$ cat config.mk
export PLATFORM = sky130hd
export DESIGN_NAME = ct_ebiu_lpc_ctrl_flat
export DESIGN_NICKNAME = d
export VERILOG_FILES = /design/src/rtl/ct_ebiu_lpc_ctrl_if.sv /design/src/rtl/ct_ebiu_lpc_ctrl.sv /design/src/flat_wrapper.sv
export SDC_FILE = /design/constraint.sdc
export NUM_CORES = 1
export LEC_CHECK = 0
export ABC_AREA = 1
export CAP_MARGIN = 20
export CELL_PAD_IN_SITES_DETAIL_PLACEMENT = 1
export CELL_PAD_IN_SITES_GLOBAL_PLACEMENT = 1
export CORE_UTILIZATION = 42
export CTS_CLUSTER_DIAMETER = 30
export CTS_CLUSTER_SIZE = 25
export DETAILED_ROUTE_END_ITERATION = 8
export PLACE_DENSITY = 0.88
export SYNTH_ARGS = -nofsm -noshare
export SYNTH_HDL_FRONTEND = slang
export SYNTH_SLANG_ARGS = --single-unit
$ cat constraint.sdc
create_clock -name forever_cpuclk -period 4.3 [get_ports forever_cpuclk]
set_input_delay 0.43 -clock forever_cpuclk [delete_from_list [all_inputs] [get_ports forever_cpuclk]]
set_output_delay 0.43 -clock forever_cpuclk [all_outputs]
set_load 0.05 [all_outputs]
$ cat src/rtl/ct_ebiu_lpc_ctrl_if.sv
// Low-power handshake and EBIU traffic status bundle for ct_ebiu_lpc_ctrl.
// slave: the controller side. master: the clock controller / EBIU environment side.
interface ct_ebiu_lpc_ctrl_if;
  logic       pad_ebiu_csysreq;
  logic       ebiu_read_channel_no_op;
  logic       ebiu_write_channel_no_op;
  logic       ebiu_snoop_channel_no_op;
  logic       ebiu_xx_req_pending;
  logic       ebiu_pad_csysack;
  logic       ebiu_pad_cactive;
  logic       ebiu_xx_req_block;
  logic       ebiu_xx_no_op;
  logic [2:0] ebiu_lp_state;

  modport slave (
    input  pad_ebiu_csysreq,
    input  ebiu_read_channel_no_op,
    input  ebiu_write_channel_no_op,
    input  ebiu_snoop_channel_no_op,
    input  ebiu_xx_req_pending,
    output ebiu_pad_csysack,
    output ebiu_pad_cactive,
    output ebiu_xx_req_block,
    output ebiu_xx_no_op,
    output ebiu_lp_state
  );

  modport master (
    output pad_ebiu_csysreq,
    output ebiu_read_channel_no_op,
    output ebiu_write_channel_no_op,
    output ebiu_snoop_channel_no_op,
    output ebiu_xx_req_pending,
    input  ebiu_pad_csysack,
    input  ebiu_pad_cactive,
    input  ebiu_xx_req_block,
    input  ebiu_xx_no_op,
    input  ebiu_lp_state
  );
endinterface

$ cat src/rtl/ct_ebiu_lpc_ctrl.sv
// EBIU AXI master low-power interface controller: csysreq/csysack/cactive
// sequencing with channel drain, stop accept/deny and an idle detector.
module ct_ebiu_lpc_ctrl #(
  parameter int unsigned CNT_W         = 8,
  parameter int unsigned IDLE_THRESH   = 16,
  parameter int unsigned DRAIN_TIMEOUT = 64
) (
  input  logic              forever_cpuclk,
  input  logic              cpurst,
  input  logic              clk_en,
  ct_ebiu_lpc_ctrl_if.slave lpc
);

  typedef enum logic [2:0] {
    StRun   = 3'b000,
    StDrain = 3'b001,
    StStop  = 3'b010,
    StDeny  = 3'b011,
    StWake  = 3'b100
  } lp_state_e;

  localparam logic [CNT_W-1:0] IdleThresh = CNT_W'(IDLE_THRESH);
  localparam logic [CNT_W-1:0] DrainLast  = CNT_W'(DRAIN_TIMEOUT - 1);
  localparam logic [CNT_W-1:0] CntOne     = CNT_W'(1);

  lp_state_e        state_q;
  logic [CNT_W-1:0] idle_cnt_q;
  logic [CNT_W-1:0] idle_cnt_d;
  logic [CNT_W-1:0] drain_cnt_q;
  logic             csysack_q;
  logic             cactive_q;
  logic             req_block_q;
  logic             no_op;
  logic             idle;

  // Channel idle detection and the saturating next idle count used in RUN.
  always_comb begin
    no_op = lpc.ebiu_read_channel_no_op & lpc.ebiu_write_channel_no_op &
            lpc.ebiu_snoop_channel_no_op;
    idle  = no_op & ~lpc.ebiu_xx_req_pending;
    if (!idle) begin
      idle_cnt_d = '0;
    end else if (idle_cnt_q == IdleThresh) begin
      idle_cnt_d = IdleThresh;
    end else begin
      idle_cnt_d = idle_cnt_q + CntOne;
    end
  end

  // Low-power FSM with registered handshake outputs; reset beats clk_en.
  always_ff @(posedge forever_cpuclk) begin
    if (cpurst) begin
      state_q     <= StRun;
      idle_cnt_q  <= '0;
      drain_cnt_q <= '0;
      csysack_q   <= 1'b1;
      cactive_q   <= 1'b1;
      req_block_q <= 1'b0;
    end else if (clk_en) begin
      case (state_q)
        StRun: begin
          csysack_q   <= 1'b1;
          req_block_q <= 1'b0;
          idle_cnt_q  <= idle_cnt_d;
          cactive_q   <= (idle_cnt_d != IdleThresh);
          if (!lpc.pad_ebiu_csysreq) begin
            state_q     <= StDrain;
            req_block_q <= 1'b1;
            drain_cnt_q <= '0;
          end
        end
        StDrain: begin
          idle_cnt_q <= '0;
          // A withdrawn request must win: acking now would break csysack tracking csysreq.
          if (lpc.pad_ebiu_csysreq) begin
            state_q     <= StRun;
            req_block_q <= 1'b0;
          end else if (no_op) begin
            state_q   <= StStop;
            csysack_q <= 1'b0;
            cactive_q <= 1'b0;
          end else if (drain_cnt_q == DrainLast) begin
            state_q     <= StDeny;
            csysack_q   <= 1'b0;
            cactive_q   <= 1'b1;
            req_block_q <= 1'b0;
          end else begin
            drain_cnt_q <= drain_cnt_q + CntOne;
          end
        end
        StStop: begin
          if (lpc.pad_ebiu_csysreq) begin
            state_q   <= StWake;
            csysack_q <= 1'b1;
            cactive_q <= 1'b1;
          end else if (lpc.ebiu_xx_req_pending) begin
            // Wakeup request towards the clock controller; held until exit.
            cactive_q <= 1'b1;
          end
        end
        StWake: begin
          state_q     <= StRun;
          req_block_q <= 1'b0;
          idle_cnt_q  <= '0;
        end
        StDeny: begin
          if (lpc.pad_ebiu_csysreq) begin
            state_q    <= StRun;
            csysack_q  <= 1'b1;
            idle_cnt_q <= '0;
          end
        end
        default: begin
          state_q     <= StRun;
          idle_cnt_q  <= '0;
          drain_cnt_q <= '0;
          csysack_q   <= 1'b1;
          cactive_q   <= 1'b1;
          req_block_q <= 1'b0;
        end
      endcase
    end
  end

  assign lpc.ebiu_pad_csysack  = csysack_q;
  assign lpc.ebiu_pad_cactive  = cactive_q;
  assign lpc.ebiu_xx_req_block = req_block_q;
  assign lpc.ebiu_xx_no_op     = no_op;
  assign lpc.ebiu_lp_state     = state_q;

endmodule

$ cat src/flat_wrapper.sv
// flat-port wrapper written by rule: the top's interface ports become plain ports
module ct_ebiu_lpc_ctrl_flat 
#(
  parameter int unsigned CNT_W         = 8,
  parameter int unsigned IDLE_THRESH   = 16,
  parameter int unsigned DRAIN_TIMEOUT = 64
)
  (forever_cpuclk, cpurst, clk_en, lpc_pad_ebiu_csysreq, lpc_ebiu_read_channel_no_op, lpc_ebiu_write_channel_no_op, lpc_ebiu_snoop_channel_no_op, lpc_ebiu_xx_req_pending, lpc_ebiu_pad_csysack, lpc_ebiu_pad_cactive, lpc_ebiu_xx_req_block, lpc_ebiu_xx_no_op, lpc_ebiu_lp_state);
  ct_ebiu_lpc_ctrl_if lpc_i ();
  input  logic forever_cpuclk;
  input  logic cpurst;
  input  logic clk_en;
  input wire logic [$bits(lpc_i.pad_ebiu_csysreq)-1:0] lpc_pad_ebiu_csysreq;
  input wire logic [$bits(lpc_i.ebiu_read_channel_no_op)-1:0] lpc_ebiu_read_channel_no_op;
  input wire logic [$bits(lpc_i.ebiu_write_channel_no_op)-1:0] lpc_ebiu_write_channel_no_op;
  input wire logic [$bits(lpc_i.ebiu_snoop_channel_no_op)-1:0] lpc_ebiu_snoop_channel_no_op;
  input wire logic [$bits(lpc_i.ebiu_xx_req_pending)-1:0] lpc_ebiu_xx_req_pending;
  output wire logic [$bits(lpc_i.ebiu_pad_csysack)-1:0] lpc_ebiu_pad_csysack;
  output wire logic [$bits(lpc_i.ebiu_pad_cactive)-1:0] lpc_ebiu_pad_cactive;
  output wire logic [$bits(lpc_i.ebiu_xx_req_block)-1:0] lpc_ebiu_xx_req_block;
  output wire logic [$bits(lpc_i.ebiu_xx_no_op)-1:0] lpc_ebiu_xx_no_op;
  output wire logic [$bits(lpc_i.ebiu_lp_state)-1:0] lpc_ebiu_lp_state;
  assign lpc_i.pad_ebiu_csysreq = lpc_pad_ebiu_csysreq;
  assign lpc_i.ebiu_read_channel_no_op = lpc_ebiu_read_channel_no_op;
  assign lpc_i.ebiu_write_channel_no_op = lpc_ebiu_write_channel_no_op;
  assign lpc_i.ebiu_snoop_channel_no_op = lpc_ebiu_snoop_channel_no_op;
  assign lpc_i.ebiu_xx_req_pending = lpc_ebiu_xx_req_pending;
  assign lpc_ebiu_pad_csysack = lpc_i.ebiu_pad_csysack;
  assign lpc_ebiu_pad_cactive = lpc_i.ebiu_pad_cactive;
  assign lpc_ebiu_xx_req_block = lpc_i.ebiu_xx_req_block;
  assign lpc_ebiu_xx_no_op = lpc_i.ebiu_xx_no_op;
  assign lpc_ebiu_lp_state = lpc_i.ebiu_lp_state;
  ct_ebiu_lpc_ctrl #(.CNT_W(CNT_W), .IDLE_THRESH(IDLE_THRESH), .DRAIN_TIMEOUT(DRAIN_TIMEOUT)) u_core (.forever_cpuclk(forever_cpuclk), .cpurst(cpurst), .clk_en(clk_en), .lpc(lpc_i));
endmodule
==> flow_metrics.env <==
export IMPL_status="finished clean"
export IMPL_clock_latency_ns=0.33
export IMPL_postCtsSetupBuffers=0
export IMPL_io_pins=15
export IMPL_cp_required_ns=3.87
export IMPL_hold_slack_ns=0.4816
export IMPL_synth_edf_count=0
export IMPL_slew_headroom_pct=47.76
export IMPL_drt_initial_drc_count=57
export IMPL_min_from="u_core.lpc.ebiu_pad_csysack$_SDFFE_PP1P_"
export IMPL_grt_pass1_wl_um=6361
export IMPL_dieArea_um2=3756
export IMPL_wl_per_cell_um=13.00
export IMPL_synth_seq_cells=22
export IMPL_gp_congestion=0.7631
export IMPL_num_antenna_cells=0
export IMPL_cts_made_buffers=3
export IMPL_yosysSeqAreaShare_pct=29.83
export IMPL_hold_path_class="reg2reg"
export IMPL_routed_wl_um=3888
export IMPL_synth_flop_cell="dfxtp_1"
export IMPL_max_clock_freq_mhz=385.2
export IMPL_cp_num_buf_inv=3
export IMPL_setup_viol=0
export IMPL_worst_path_largest_cell_delay_ns=0.82
export IMPL_synthTopCellsByArea="dfxtp_1 30%, nand2_1 17%, nor2_1 9.7%"
export IMPL_die_y_um=61.29
export IMPL_die_w_um=61.29
export IMPL_post_dp_hpwl_um=2904
export IMPL_path_clk_slew_ns=0.14
export IMPL_tightestPinTransition_ns=0.7812
export IMPL_post_cts_resized=0
export IMPL_syn_area_um2=1476
export IMPL_antenna_found_initial=0
export IMPL_yosysTopAreaCell="dfxtp_1"
export IMPL_path_cells="clkdlybuf4s50_1 -> nand3_1 -> inv_1 -> clkdlybuf4s50_1"
export IMPL_synth_area_per_cell_um2=6.203
export IMPL_area_growth_synth_to_final_pct=15.93
export IMPL_start_util_pct=43.90
export IMPL_finalClockSkew_ns=0.009642
export IMPL_cp_arrival_ns=2.17
export IMPL_crit_family="buffers and inverters"
export IMPL_postCtsHoldBufs=0
export IMPL_placement_rows=21
export IMPL_cp_start_kind="input pin"
export IMPL_finalHoldViolCount=0
export IMPL_rsz0062_at_grt="no"
export IMPL_drive_gt1_share_pct=9.486
export IMPL_power_density_nw_per_um2=326.1
export IMPL_cp_end_kind="primary output"
export IMPL_cts_buffer_depth=2
export IMPL_critPathKind="in2out"
export IMPL_synth_warning_count=0
export IMPL_firstDrtPassIters=4
export IMPL_drc=0
export IMPL_synthCells=238
export IMPL_finalCriticalPeriod_ns=2.596
export IMPL_grt_pass1_vias=1514
export IMPL_crit_top_cell="clkdlybuf4s50_1"
export IMPL_maxSlewViolCount=0
export IMPL_power_leakage_uw=0.0007030
export IMPL_cap_violations=0
export IMPL_synth_most_common_cell="nand2_1"
export IMPL_coreArea_um2=3363
export IMPL_io_buffers=14
export IMPL_cts_sinks=22
export IMPL_via_per_inst=5.117
export IMPL_synth_top_cell_area_share_pct=29.83
export IMPL_peakVddDrop_mv=0.1866
export IMPL_setup_tns_ns=0
export IMPL_grt_use_total_pct=22.98
export IMPL_async_flop_share_pct=0
export IMPL_netlist_top_cells_count="65 x nand2_1, 38 x nor2_1, 28 x inv_1"
export IMPL_final_util_pct=50.89
export IMPL_cts_root_buf="clkbuf_4"
export IMPL_grt_overflow_total=0
export IMPL_crit_fanout=6
export IMPL_tritoncts="done"
export IMPL_rr_startpoint="u_core.lpc.ebiu_lp_state[2]$_SDFFE_PP0P_"
export IMPL_syn_nets=249
export IMPL_ys_types=26
export IMPL_crit_path_start="lpc_ebiu_read_channel_no_op"
export IMPL_layout_nets=265
export IMPL_crit_slowest_cell="clkdlybuf4s50_1"
export IMPL_htreeDepth=1
export IMPL_vias=1530
export IMPL_final_period_utilization_pct=60.37
export IMPL_detail_route_antenna_nets=0
export IMPL_grt_max_degree=18
-- cells by family (layout without fill, tap and decap cells) --
| kind of cell | Yosys count | in the layout | share of synthesized area, % |
|---|---|---|---|
| xor+xnor | 4 | 4 | 2.373 |
| buf+inv | 34 | 49 | 8.898 |
| flops | 22 | 22 | 29.83 |
| compound gates | 28 | 28 | 11.44 |
| fa+ha+maj | 3 | 3 | 2.543 |
| simple gates | 147 | 147 | 44.91 |
-- power by group --
group / leakage (µW) / total, µW / switching [µW] / internal [µW]
clock: 0.0000279 / 167 / 72.5 / 94.3
combinational: 0.000496 / 166 / 116 / 50.5
sequential: 0.000179 / 225 / 10.1 / 215
total: 0.000703 / 558 / 198 / 360
-- cell type report --
type                    count  area, µm²
fillers                   493       1652
multi-input cells         182      904.6
flip-flops and latches     22      440.4
repair buffers             14      140.1
inverters                  31      116.4
well taps                  46      57.56
clock inverters             1      30.03
clock buffers               3      22.52
-- worst reg2reg max path, cell delays in order, from the launching register on --
cell and delay (ns):
dfxtp_1 0.42, nor2_1 0.08, nand2_1 0.37, inv_1 0.19, nand2_1 0.15, nand2_1 0.09, nor2_2 0.30, nand2_1 0.13
a21oi_2 0.13
-- path summary, 6_finish.rpt --
check / to / slack (ns) / depth (start not counted)
max: lpc_ebiu_xx_no_op / 1.70 / 4
max reg2reg: u_core.drain_cnt_q[3]$_SDFFE_PP0P_ / 2.36 / 8
min: u_core.lpc.ebiu_pad_csysack$_SDFFE_PP1P_ / 0.48 / 2
min reg2reg: u_core.lpc.ebiu_pad_csysack$_SDFFE_PP1P_ / 0.48 / 2
-- layout by cell type, fill, tap and decap left out, types with 4 or more instances in the layout --
cell type and count:
nand2_1 65, nand2_2 4, a21oi_1 13, nor2_1 38, inv_1 28, clkdlybuf4s50_1 14, a21oi_2 6, dfxtp_1 22
nand4_1 12, o21ai_0 7, nand3_1 19
-- flip-flops by register name (all words and copies together), names as in the netlist --
name / flops
u_core.lpc.ebiu_pad_csysack: 1
u_core.lpc.ebiu_lp_state: 3
u_core.idle_cnt_q: 8
u_core.lpc.ebiu_pad_cactive: 1
u_core.drain_cnt_q: 8
u_core.lpc.ebiu_xx_req_block: 1
-- per-layer routing --
layer	vias to the layer above	share of wire, %	track usage [%]
met5	-	0	0
met4	0	1.7	8.117
met3	7	1.8	3.361
met2	14	50	42.08
met1	717	46	27.11
li1	792	-	-
-- metrics by stage --
stage | setup WS [ns] | cell area, µm² | std cells | power (µW)
after detailed placement | 1.715 | 1659 | 295 | 395.7
after floorplan | 2.623 | 1476 | 238 | 346.1
final | 1.704 | 1712 | 299 | 558.1
after global routing | 1.615 | 1712 | 299 | 591.4
after global placement | 1.733 | 1659 | 295 | 391.8
after CTS | 1.709 | 1712 | 299 | 564.4
Note: power is estimated with default switching activity, not from simulation.
